### src/rtl/alu_16b_pkg.sv
`default_nettype none
// ============================================================================
// Module      : alu_16b_pkg
// Description : Shared width constant, opcode encoding and helpers for the
//               16-bit registered ALU.
// Revision    : 1.0 - initial release
// ============================================================================
package alu_16b_pkg;

  // Default operand/result width
  localparam int unsigned ALU_WIDTH = 16;

  // Width of the operation-select field
  localparam int unsigned ALU_OP_W = 4;

  // Operation select encoding
  typedef enum logic [ALU_OP_W-1:0] {
    OP_ADD  = 4'd0,
    OP_SUB  = 4'd1,
    OP_MUL  = 4'd2,
    OP_DIV  = 4'd3,
    OP_AND  = 4'd4,
    OP_OR   = 4'd5,
    OP_NAND = 4'd6,
    OP_NOR  = 4'd7,
    OP_XOR  = 4'd8,
    OP_XNOR = 4'd9,
    OP_EQ   = 4'd10,
    OP_GT   = 4'd11,
    OP_LT   = 4'd12,
    OP_SHR  = 4'd13,
    OP_SHL  = 4'd14,
    OP_NOP  = 4'd15
  } alu_op_e;

  // Only add and subtract produce a meaningful carry/borrow bit
  function automatic logic is_carry_op(input alu_op_e op);
    return (op == OP_ADD) || (op == OP_SUB);
  endfunction

endpackage : alu_16b_pkg
`default_nettype wire

### src/rtl/alu_16b_core.sv
`default_nettype none
// ============================================================================
// Module      : alu_16b_core
// Description : Purely combinational datapath of the ALU. Produces a
//               (WIDTH+1)-bit result whose MSB is the carry/borrow for
//               add/sub (zero for every other operation), plus the
//               operation-class flags decoded from the opcode.
//               Optional feature macro: ALU_16B_MULDIV_EN enables the
//               multiplier and divider for codes 2 and 3.
// Revision    : 1.0 - initial release
// ============================================================================
module alu_16b_core
  import alu_16b_pkg::*;
#(
  parameter int unsigned WIDTH = ALU_WIDTH
) (
  input  logic [WIDTH-1:0]    a,
  input  logic [WIDTH-1:0]    b,
  input  logic [ALU_OP_W-1:0] alu_fun,
  output logic [WIDTH:0]      result,
  output logic                arith_flag,
  output logic                logic_flag,
  output logic                cmp_flag,
  output logic                shift_flag
);

  localparam int unsigned RW = WIDTH + 1;

  logic [WIDTH-1:0] prod_lo;
  logic [WIDTH-1:0] quot;

`ifdef ALU_16B_MULDIV_EN
  // Low half of the product; upper bits are discarded by the result width
  assign prod_lo = a * b;
  // Division by zero quietly yields zero
  assign quot    = (b == '0) ? '0 : (a / b);
`else
  // Multiply/divide disabled: no arithmetic hardware, codes 2/3 yield zero
  assign prod_lo = '0;
  assign quot    = '0;
`endif

  // Result select; bit WIDTH carries out of add or borrows out of subtract
  always_comb begin
    result = '0;
    case (alu_op_e'(alu_fun))
      OP_ADD:  result = {1'b0, a} + {1'b0, b};
      OP_SUB:  result = {1'b0, a} - {1'b0, b};
      OP_MUL:  result = {1'b0, prod_lo};
      OP_DIV:  result = {1'b0, quot};
      OP_AND:  result = {1'b0, a & b};
      OP_OR:   result = {1'b0, a | b};
      OP_NAND: result = {1'b0, ~(a & b)};
      OP_NOR:  result = {1'b0, ~(a | b)};
      OP_XOR:  result = {1'b0, a ^ b};
      OP_XNOR: result = {1'b0, ~(a ^ b)};
      OP_EQ:   result = (a == b) ? RW'(1) : '0;
      OP_GT:   result = (a >  b) ? RW'(2) : '0;
      OP_LT:   result = (a <  b) ? RW'(3) : '0;
      OP_SHR:  result = {2'b00, a[WIDTH-1:1]};
      OP_SHL:  result = {1'b0, a[WIDTH-2:0], 1'b0};
      default: result = '0;
    endcase
  end

  // Operation-class indicators; exactly one is set except for NOP
  always_comb begin
    arith_flag = 1'b0;
    logic_flag = 1'b0;
    cmp_flag   = 1'b0;
    shift_flag = 1'b0;
    case (alu_op_e'(alu_fun))
      OP_ADD, OP_SUB, OP_MUL, OP_DIV:                    arith_flag = 1'b1;
      OP_AND, OP_OR, OP_NAND, OP_NOR, OP_XOR, OP_XNOR:   logic_flag = 1'b1;
      OP_EQ, OP_GT, OP_LT:                               cmp_flag   = 1'b1;
      OP_SHR, OP_SHL:                                    shift_flag = 1'b1;
      default: ;
    endcase
  end

endmodule : alu_16b_core
`default_nettype wire

### src/rtl/alu_16b.sv
`default_nettype none
// ============================================================================
// Module      : alu_16b
// Description : 16-bit ALU with a one-cycle registered result and carry.
//               Class flags are combinational from ALU_FUN and therefore
//               remain live during reset.
//               Optional feature macro: ALU_16B_MULDIV_EN (multiply/divide).
// Revision    : 1.0 - initial release
// ============================================================================
module alu_16b
  import alu_16b_pkg::*;
#(
  parameter int unsigned WIDTH = ALU_WIDTH
) (
  input  logic                CLK,
  input  logic                RST,
  input  logic [WIDTH-1:0]    A,
  input  logic [WIDTH-1:0]    B,
  input  logic [ALU_OP_W-1:0] ALU_FUN,
  output logic [WIDTH-1:0]    ALU_OUT,
  output logic                Carry_Flag,
  output logic                Arith_Flag,
  output logic                Logic_Flag,
  output logic                CMP_Flag,
  output logic                Shift_Flag
);

  logic [WIDTH:0]   core_result;
  logic [WIDTH-1:0] alu_out_d;
  logic [WIDTH-1:0] alu_out_q;
  logic             carry_d;
  logic             carry_q;

  alu_16b_core #(
    .WIDTH (WIDTH)
  ) u_core (
    .a          (A),
    .b          (B),
    .alu_fun    (ALU_FUN),
    .result     (core_result),
    .arith_flag (Arith_Flag),
    .logic_flag (Logic_Flag),
    .cmp_flag   (CMP_Flag),
    .shift_flag (Shift_Flag)
  );

  // Next-state: split the core result into data and carry/borrow
  always_comb begin
    alu_out_d = core_result[WIDTH-1:0];
    carry_d   = is_carry_op(alu_op_e'(ALU_FUN)) ? core_result[WIDTH] : 1'b0;
  end

  // Result registers with synchronous reset overriding any operation
  always_ff @(posedge CLK) begin
    if (RST) begin
      alu_out_q <= '0;
      carry_q   <= 1'b0;
    end else begin
      alu_out_q <= alu_out_d;
      carry_q   <= carry_d;
    end
  end

  assign ALU_OUT    = alu_out_q;
  assign Carry_Flag = carry_q;

endmodule : alu_16b
`default_nettype wire

### config.mk
export PLATFORM = sky130hd
export DESIGN_NAME = alu_16b
export DESIGN_NICKNAME = d
export VERILOG_FILES = /design/src/rtl/alu_16b_pkg.sv /design/src/rtl/alu_16b_core.sv /design/src/rtl/alu_16b.sv
export SDC_FILE = /design/constraint.sdc
export NUM_CORES = 1
export LEC_CHECK = 0
export ABC_AREA = 1
export BUFFER_PORTS_ARGS = -buffer_cell sky130_fd_sc_hd__buf_2
export CORE_ASPECT_RATIO = 0.75
export CORE_MARGIN = 8
export CORE_UTILIZATION = 54
export DETAILED_ROUTE_END_ITERATION = 6
export PLACE_DENSITY_LB_ADDON = 0.08
export SLEW_MARGIN = 25
export SYNTH_ARGS = -nofsm -noshare
export SYNTH_HDL_FRONTEND = slang
export SYNTH_SLANG_ARGS = --single-unit
### constraint.sdc
create_clock -name CLK -period 1.8 [get_ports CLK]
set_input_delay 0.36 -clock CLK [delete_from_list [all_inputs] [get_ports CLK]]
set_output_delay 0.36 -clock CLK [all_outputs]
set_load 0.01 [all_outputs]
After elaboration in Yosys (flattened, before gate mapping)

Cells that the tools add are included.

Input port bits: 38
Flip-flop bits (word level): 17
Logic and storage cells: 43
Output and inout port bits: 21

Add/sub/neg operators: 2
Mux-type cells: 8
Bitwise logic cells: 7
Order comparisons: 2
Eq/ne operators: 15
Reductions and logical operators: 7

Operators by type and width:

| operator                                             | count |
|---|---|
| one-hot mux 17 bit (13 select lines)                 | 1 |
| inverter 16 bit                                      | 3 |
| equality test 4 bit (second input constant)          | 7 |
| adder 16 x 16 -> 17 bit                              | 1 |
| subtractor 16 x 16 -> 17 bit                         | 1 |
| AND 16 bit                                           | 1 |
| equality test 16 bit                                 | 1 |
| equality test 4 x 3 -> 1 bit (second input constant) | 4 |
| greater-than comparator 16 bit                       | 1 |
| less-than comparator 16 bit                          | 1 |
| OR 16 bit                                            | 1 |
| bitwise XOR 16 bit                                   | 1 |
| equality test 4 x 2 -> 1 bit (second input constant) | 2 |
| OR reduction 6 bit                                   | 1 |
| 2-to-1 mux 1 bit                                     | 5 |
| equality test 4 x 1 -> 1 bit (second input constant) | 1 |
| zero test 4 bit                                      | 1 |
| 2-to-1 mux 2 bit                                     | 2 |
| OR reduction 2 bit                                   | 2 |
| OR reduction 4 bit                                   | 1 |
| OR reduction 3 bit                                   | 1 |
| logical OR 1 bit                                     | 1 |
| inverter 1 bit                                       | 1 |

Logic depth before layout (Yosys ltp)

Gate-level depths: netlist (run 1).

Word-level depth: 4
Depth in mapped cells: 16
Mapped depth without buffers: 15

Cells and area by module

Synthesis (run 1) repeated with hierarchy kept, for this count alone.

Cells, all modules: 733
Area total of the unflattened synthesis: 3,905.0 sq um

By module, submodules not included:

| module       | area each (sq um) | instances | sequential area each (sq um) | cells an instance |
|---|---|---|---|---|
| alu_16b_core | 3,395.8           | 1         | 0.0                          | 676 |
| alu_16b      | 509.2             | 1         | 340.3                        | 57 |

Worst setup path before layout (run 1)

Ideal clock, no wire load.

Path type: input to register
Start: input A[0]
End: register alu_out_q[14] (netlist: ALU_OUT[14])
Path buffers: 0
Cell stages on the path: 12
Required time: 1.675 ns
Setup slack: -0.042 ns
Arrival: 1.718 ns
Setup time: 0.125 ns
Cells stage by stage: ha_1 -> fa_1 -> nand3_1 -> nand3b_1 -> nand2_1 -> nand2_1 -> nand2_1 -> nand3_1 -> nand3_1 -> nand2_1 -> nor2_1 -> nor2_1

Word-level cells in the longest chain between the ends: 2
Elaborated cells on any way between the ends: 3
Classes of those cells: add/sub (2); mux (1)

Ends and longest elaborated chain:

| what                                                                    | RTL line                               | source |
|---|---|---|
| start, declared                                                         | alu_16b.sv:17                          | `input logic [WIDTH-1:0] A,` |
| subtractor 16 x 16 -> 17 bit or adder 16 x 16 -> 17 bit (tied branches) | alu_16b_core.sv:48, alu_16b_core.sv:47 |  |
| one-hot mux 17 bit (13 select lines) (*)                                | alu_16b_core.sv:46                     | `case (alu_op_e'(alu_fun))` |
| end signal, assigned                                                    | alu_16b.sv:59                          | `alu_out_q <= alu_out_d;` |
| end, declared                                                           | alu_16b.sv:30                          | `logic [WIDTH-1:0] alu_out_q;` |

Every way passes the cells marked *; elsewhere a longest branch is shown, timed or not.
A chain may end at the register's enable or synchronous reset.

Final worst setup path (run 1)

Start: input B[1]
End: register alu_out_q[5] (netlist: ALU_OUT[5])

Word-level cells in the longest chain between the ends: 2
Elaborated cells on any way between the ends: 3
Classes of those cells: add/sub (2); mux (1)

Ends and longest elaborated chain:

| what                                                                    | RTL line                               | source |
|---|---|---|
| start, declared                                                         | alu_16b.sv:18                          | `input logic [WIDTH-1:0] B,` |
| subtractor 16 x 16 -> 17 bit or adder 16 x 16 -> 17 bit (tied branches) | alu_16b_core.sv:48, alu_16b_core.sv:47 |  |
| one-hot mux 17 bit (13 select lines) (*)                                | alu_16b_core.sv:46                     |  |

Marked as above.

==> flow_metrics.tcl, run 1 <==
set metrics [dict create \
    nets 997 \
    grt_util_all_layers_pct 33.6 \
    end_kind "flop" \
    cts_buffer_depth 2 \
    worstMarginPinSlew_ps 442 \
    pwr-share-comb_pct 67.9 \
    yosys.area.top_type_share_pct 22.1 \
    sequentialPowerShare_pct 18.1 \
    timing.slew.headroom_pct 70.4 \
    cpPeakStageDelay_ps 260 \
    synth_top_area_cell "nand2_1" \
    num_rows 26 \
    p_leak_nw 3.27 \
    design_area_mm2 0.00579 \
    synth_edf_count 0 \
    path_class "in2reg" \
    fillCellCount 446 \
    crit_required_ps 2010 \
    cp-start-kind "primary input" \
    preCtsSetupSlack_ps -397 \
    yosys_warnings 0 \
    die_x_um 113 \
    cts.sinks 17 \
    design.core.area_mm2 0.00683 \
    io_pins 59 \
    htree_levels 1 \
    via_count 5896 \
    synthFlopType "dfxtp_1" \
    gp_congestion 1.05 \
    avgSynthCellArea_um2 5.35 \
    firstDrtPassIters 7 \
    drtIter0Drc 869 \
    critPathSlowestCell "o21ai_0" \
    sw_frac_of_total_pct 47.4 \
    async_flop_share_pct 0 \
    drc_errors 11 \
    grt_pass1_vias 5479 \
    top_usage_layer "met2" \
    antenna_found_initial 0 \
    setup_viol 1 \
    die_area_mm2 0.0100 \
    grt_first_pass_wirelength_um 26800 \
    grtUsageMet3_pct 12.1 \
    use_met2_pct 51.7 \
    fin_ws_ps -0.00977 \
    grt_use_met1_pct 41.0 \
    syn_area_mm2 0.00382 \
    synth.yosys.seq_area_share_pct 8.92 \
    hold_viol 0 \
    synth_commonest_cells "225 x nand2_1, 134 x inv_1, 67 x nor2_1" \
    postLayoutCoreUtil_pct 84.8 \
    grt-ovfl-total 0 \
    path_max_fanout 4 \
    dp_hpwl_um 14100 \
    clk_pin_slew_worst_paths_ps 90 \
    cts_root_buffer "clkbuf_8" \
    critPathArrivalTime_ps 2010 \
    yosysMostFrequentCell "nand2_1" \
    drt_wl_total_um 18400 \
    hold_class "in2reg" \
    numCtsBuffers 3 \
    max_freq_mhz 556 \
    cp_common_cell "nand2_1" \
    grt_max_degree 15 \
    finalMaxSlewViolations 0 \
    fin_crit_ps 1800 \
    wl_per_cell_um 18.6 \
    synth_cell_types 32 \
    power.switching_mw 1.11 \
    pwr_density_cell_mw_per_mm2 406 \
    numPortBuffers 58 \
    synth_seq_cells 17 \
    antenna_cells 0 \
    cts_tree "yes" \
    rsz0062_at_grt "true" \
    vias_per_cell 5.94 \
    maxCapViolCount 0 \
    fin_crit_sh_pct 100 \
    ir_drop_uv 256 \
    drive_above_1_share_pct 34.1 \
    synth.area.top_cells "nand2_1 22%, ha_1 16%, inv_1 13%, dfxtp_1 8.9%, nand3_1 6.9%" \
    start_util_pct 55.9 \
    p_int_mw 1.24 \
    syn_inst 714 \
    placed_area_mm2 0.00524 \
    p_clk_share_pct 14.0 \
    failed_checks "DRC, setup timing" \
    synthToLayoutAreaGrowth_pct 51.8 \
    syn_nets 802 \
    cts_hold_buffers 0 \
    path_cells "buf_2 -> inv_1 -> buf_4 -> ha_1 -> a21oi_1 -> nand2_1 -> nand2_1 -> nand2_1 -> o21ai_0 -> o21ai_0 -> buf_4 -> a21oi_1" \
    postRouteAntennaNets 0 \
    dieHeight_um 88.8 \
    status "finished with violations" \
]
[path summary, 6_finish.rpt]
check	to	depth (start not counted)	start	slack [ps]
worst min-delay path	ALU_OUT[13]	2	RST	420
worst max-delay path	ALU_OUT[5]	12	B[1]	-0.01
[stage by stage]
| stage | hold slack (ps) | setup TNS [ps] | total power [mW] | instances |
|---|---|---|---|---|
| 3_5_place_dp | 693 | -4720 | 1.76 | 980 |
| 5_1_grt | 416 | -171 | 2.46 | 992 |
| 2_1_floorplan | 537 | 0 | 1.11 | 714 |
| 6_report | 419 | -0.00977 | 2.35 | 992 |
| 4_1_cts | 415 | -9.79 | 2.10 | 987 |
| 3_3_place_gp | 680 | -3670 | 1.72 | 980 |
[critical path, delay by kind of cell]
kind	cells	cell delay, ps
adder cells (fa/ha/maj)	1	210
AND/OR/NAND/NOR	3	280
AO/OA/AOI/OAI	4	700
buffers and inverters	4	450
[cells in the final DEF, fill, tap and decap left out, types with 22 or more instances in the layout]
master,instances
a21oi_1,29
buf_2,56
buf_4,143
ha_1,33
inv_1,129
nand2_1,206
nand3_1,45
nor2_1,51
o21ai_0,22
o22ai_1,22
[per-layer routing]
layer	up-vias	wire length, um
met5	-	0
met4	0	939
met3	118	3270
met2	556	7390
met1	2573	6810
li1	2649	-
[flip-flops by register name (all words and copies together), names as in the netlist]
signal / cells
ALU_OUT: 16
Carry_Flag: 1
[repair_timing]
action                     in CTS  in global routing
setup endpoints to repair       8                 16
buffers inserted                3                  5
pin swaps                       6                 35
resized for setup              18                 96
[logic make-up after synthesis]
group / share of synthesized area, %
simple gates: 40.4
buf+inv: 16.6
compound gates: 17.1
fa+ha+maj: 16.8
flops: 8.92
xor+xnor: 0.229
[power groups by stage]
stage	clock network (mW)	logic (mW)	registers, mW
after floorplan	0	0.672	0.443
after global placement	0	1.29	0.430
after detailed placement	0	1.33	0.431
after CTS	0.315	1.36	0.422
after global routing	0.345	1.69	0.425
final	0.329	1.60	0.424
[cell type report]
class	count	area (um^2)	share of cell area, %
clock inverters	1	5.00	0.0864
flip-flops and latches	17	340	5.87
multi-input cells	536	3270	56.5
well taps	84	105	1.81
repair buffers	210	1500	25.9
inverters	141	529	9.14
clock buffers	3	41.3	0.713
Power figures use the tool's default switching activity.
==> run 2, diff against run 1 <==
--- a/config.mk
+++ b/config.mk
@@ -7,8 +7,7 @@
 export LEC_CHECK = 0
 export ABC_AREA = 1
 export BUFFER_PORTS_ARGS = -buffer_cell sky130_fd_sc_hd__buf_2
-export CORE_ASPECT_RATIO = 0.75
-export CORE_MARGIN = 8
+export CORE_ASPECT_RATIO = 0.6
 export CORE_UTILIZATION = 54
 export DETAILED_ROUTE_END_ITERATION = 6
 export PLACE_DENSITY_LB_ADDON = 0.08
==> flow_metrics.tcl, run 2 (synthesis results as in run 1) <==
set metrics [dict create \
    status "finished with violations" \
    failed_checks "DRC, setup timing" \
    drive_above_1_share_pct 37.2 \
    finalMaxSlewViolations 0 \
    clk_pin_slew_worst_paths_ps 60 \
    cts_root_buffer "clkbuf_16" \
    ir_drop_uv 495 \
    dieHeight_um 67.1 \
    dr_wl_met3_um 3840 \
    vias_per_cell 6.07 \
    rsz0062_at_grt "true" \
    end_kind "flop" \
    drt_wl_total_um 19900 \
    num_rows 23 \
    pwr_density_cell_mw_per_mm2 436 \
    fin_ws_ps -89.5 \
    placedCellCount 989 \
    die_x_um 111 \
    cp-start-kind "primary input" \
    numPortBuffers 58 \
    grt_util_all_layers_pct 47.8 \
    hold_viol 0 \
    maxCapViolCount 0 \
    grt-ovfl-total 0 \
    grt_pass1_vias 5235 \
    maxUsedRoutingLayer "met4" \
    start_util_pct 56.4 \
    path_max_fanout 6 \
    drtIter0Drc 1015 \
    numCtsBuffers 3 \
    cts.sinks 17 \
    cts_tree "yes" \
    p_leak_nw 3.32 \
    cts_hold_buffers 0 \
    dp_hpwl_um 14400 \
    firstDrtPassIters 7 \
    drc_errors 1 \
    fillCellCount 353 \
    fin_crit_ps 1890 \
    setup_viol 9 \
    design.core.area_mm2 0.00676 \
    design_area_mm2 0.00599 \
    worstMarginPinSlew_ps 487 \
    max_freq_mhz 529 \
    nets 1000 \
    critPathArrivalTime_ps 2080 \
    io_pins 59 \
    placed_area_mm2 0.00533 \
    cts_buffer_depth 2 \
    grt_first_pass_wirelength_um 27000 \
    synthToLayoutAreaGrowth_pct 57.0 \
    fin_crit_sh_pct 105 \
    hold_class "in2reg" \
    grt_max_degree 11 \
    instances_no_fill 999 \
    dr_wl_met2_um 7870 \
    path_class "in2reg" \
    die_area_mm2 0.00742 \
    postLayoutCoreUtil_pct 88.6 \
    timing.slew.headroom_pct 67.3 \
    largest_register_ffs 16 \
    crit_required_ps 1990 \
    wl_met1_um 6960 \
    layout_commonest_cell "nand2_1" \
    mostFrequentLayoutCells "205 x nand2_1, 144 x buf_4, 118 x inv_1, 54 x buf_2, 52 x nor2_1" \
    preCtsSetupSlack_ps -404 \
    htree_levels 1 \
    tns_ps -409 \
    gp_congestion 1.07 \
    postRouteAntennaNets 0 \
    antenna_found_initial 0 \
    via_count 6068 \
    wl_per_cell_um 19.9 \
]
-- run 2: cell types whose count changed in the layout (fill, tap and decap cells not counted), moves of 4 or more --
cell     delta
a21oi_2     +5
inv_1      -11
a21oi_1     -7
inv_2       +9
nand3_2     +4
o21ai_2     +4
-- run 2: cell type report --
type	count	area (um^2)	area share, %
diodes	1	2.50	0.0418
clock buffers	4	78.8	1.32
inverters	141	536	8.94
multi-input cells	536	3340	55.8
flip-flops and latches	17	340	5.68
well taps	87	109	1.82
repair buffers	213	1590	26.5
-- run 2: final timing paths --
path / startpoint / end / slack (ps) / cells after the start
worst max-delay path: A[1] / ALU_OUT[6] / -90 / 12
worst min-delay path: RST / ALU_OUT[14] / 430 / 2
-- run 2: through the flow --
| step | hold slack (ps) | power (mW) |
|---|---|---|
| floorplan | 537 | 1.11 |
| global placement | 674 | 1.75 |
| detailed placement | 676 | 1.79 |
| CTS | 426 | 2.31 |
| global route | 433 | 2.69 |
| finish | 432 | 2.61 |
-- run 2: power breakdown --
part	internal [mW]	leakage, nW	switching [mW]	total (mW)
combinational	0.715	3.14	0.997	1.71
sequential	0.409	0.140	0.0145	0.424
clock	0.302	0.0382	0.173	0.474
total	1.43	3.32	1.18	2.61
-- run 2: what timing repair did --
item,in CTS,in global routing
endpoints found under the setup margin,14,16
pin swaps,10,35
resized for setup,40,109
setup buffers,1,4
-- run 2: worst max-delay path: stages --
cell      delay (ps)
buf_6            100
buf_6            130
fa_2             400
nand3_2           70
nand3b_1         220
nand2_2          190
nand2_4          100
o21ai_1          140
nand2_1          110
nand3_2          140
nand2_2           70
inv_2             60
-- run 2: metal layers --
| metal | vias up | GRT usage (%) |
|---|---|---|
| met1 | 2641 | 60.6 |
| met4 | 0 | 16.7 |
| met3 | 174 | 19.8 |
| met5 | - | 0 |
| li1 | 2654 | - |
| met2 | 599 | 73.3 |
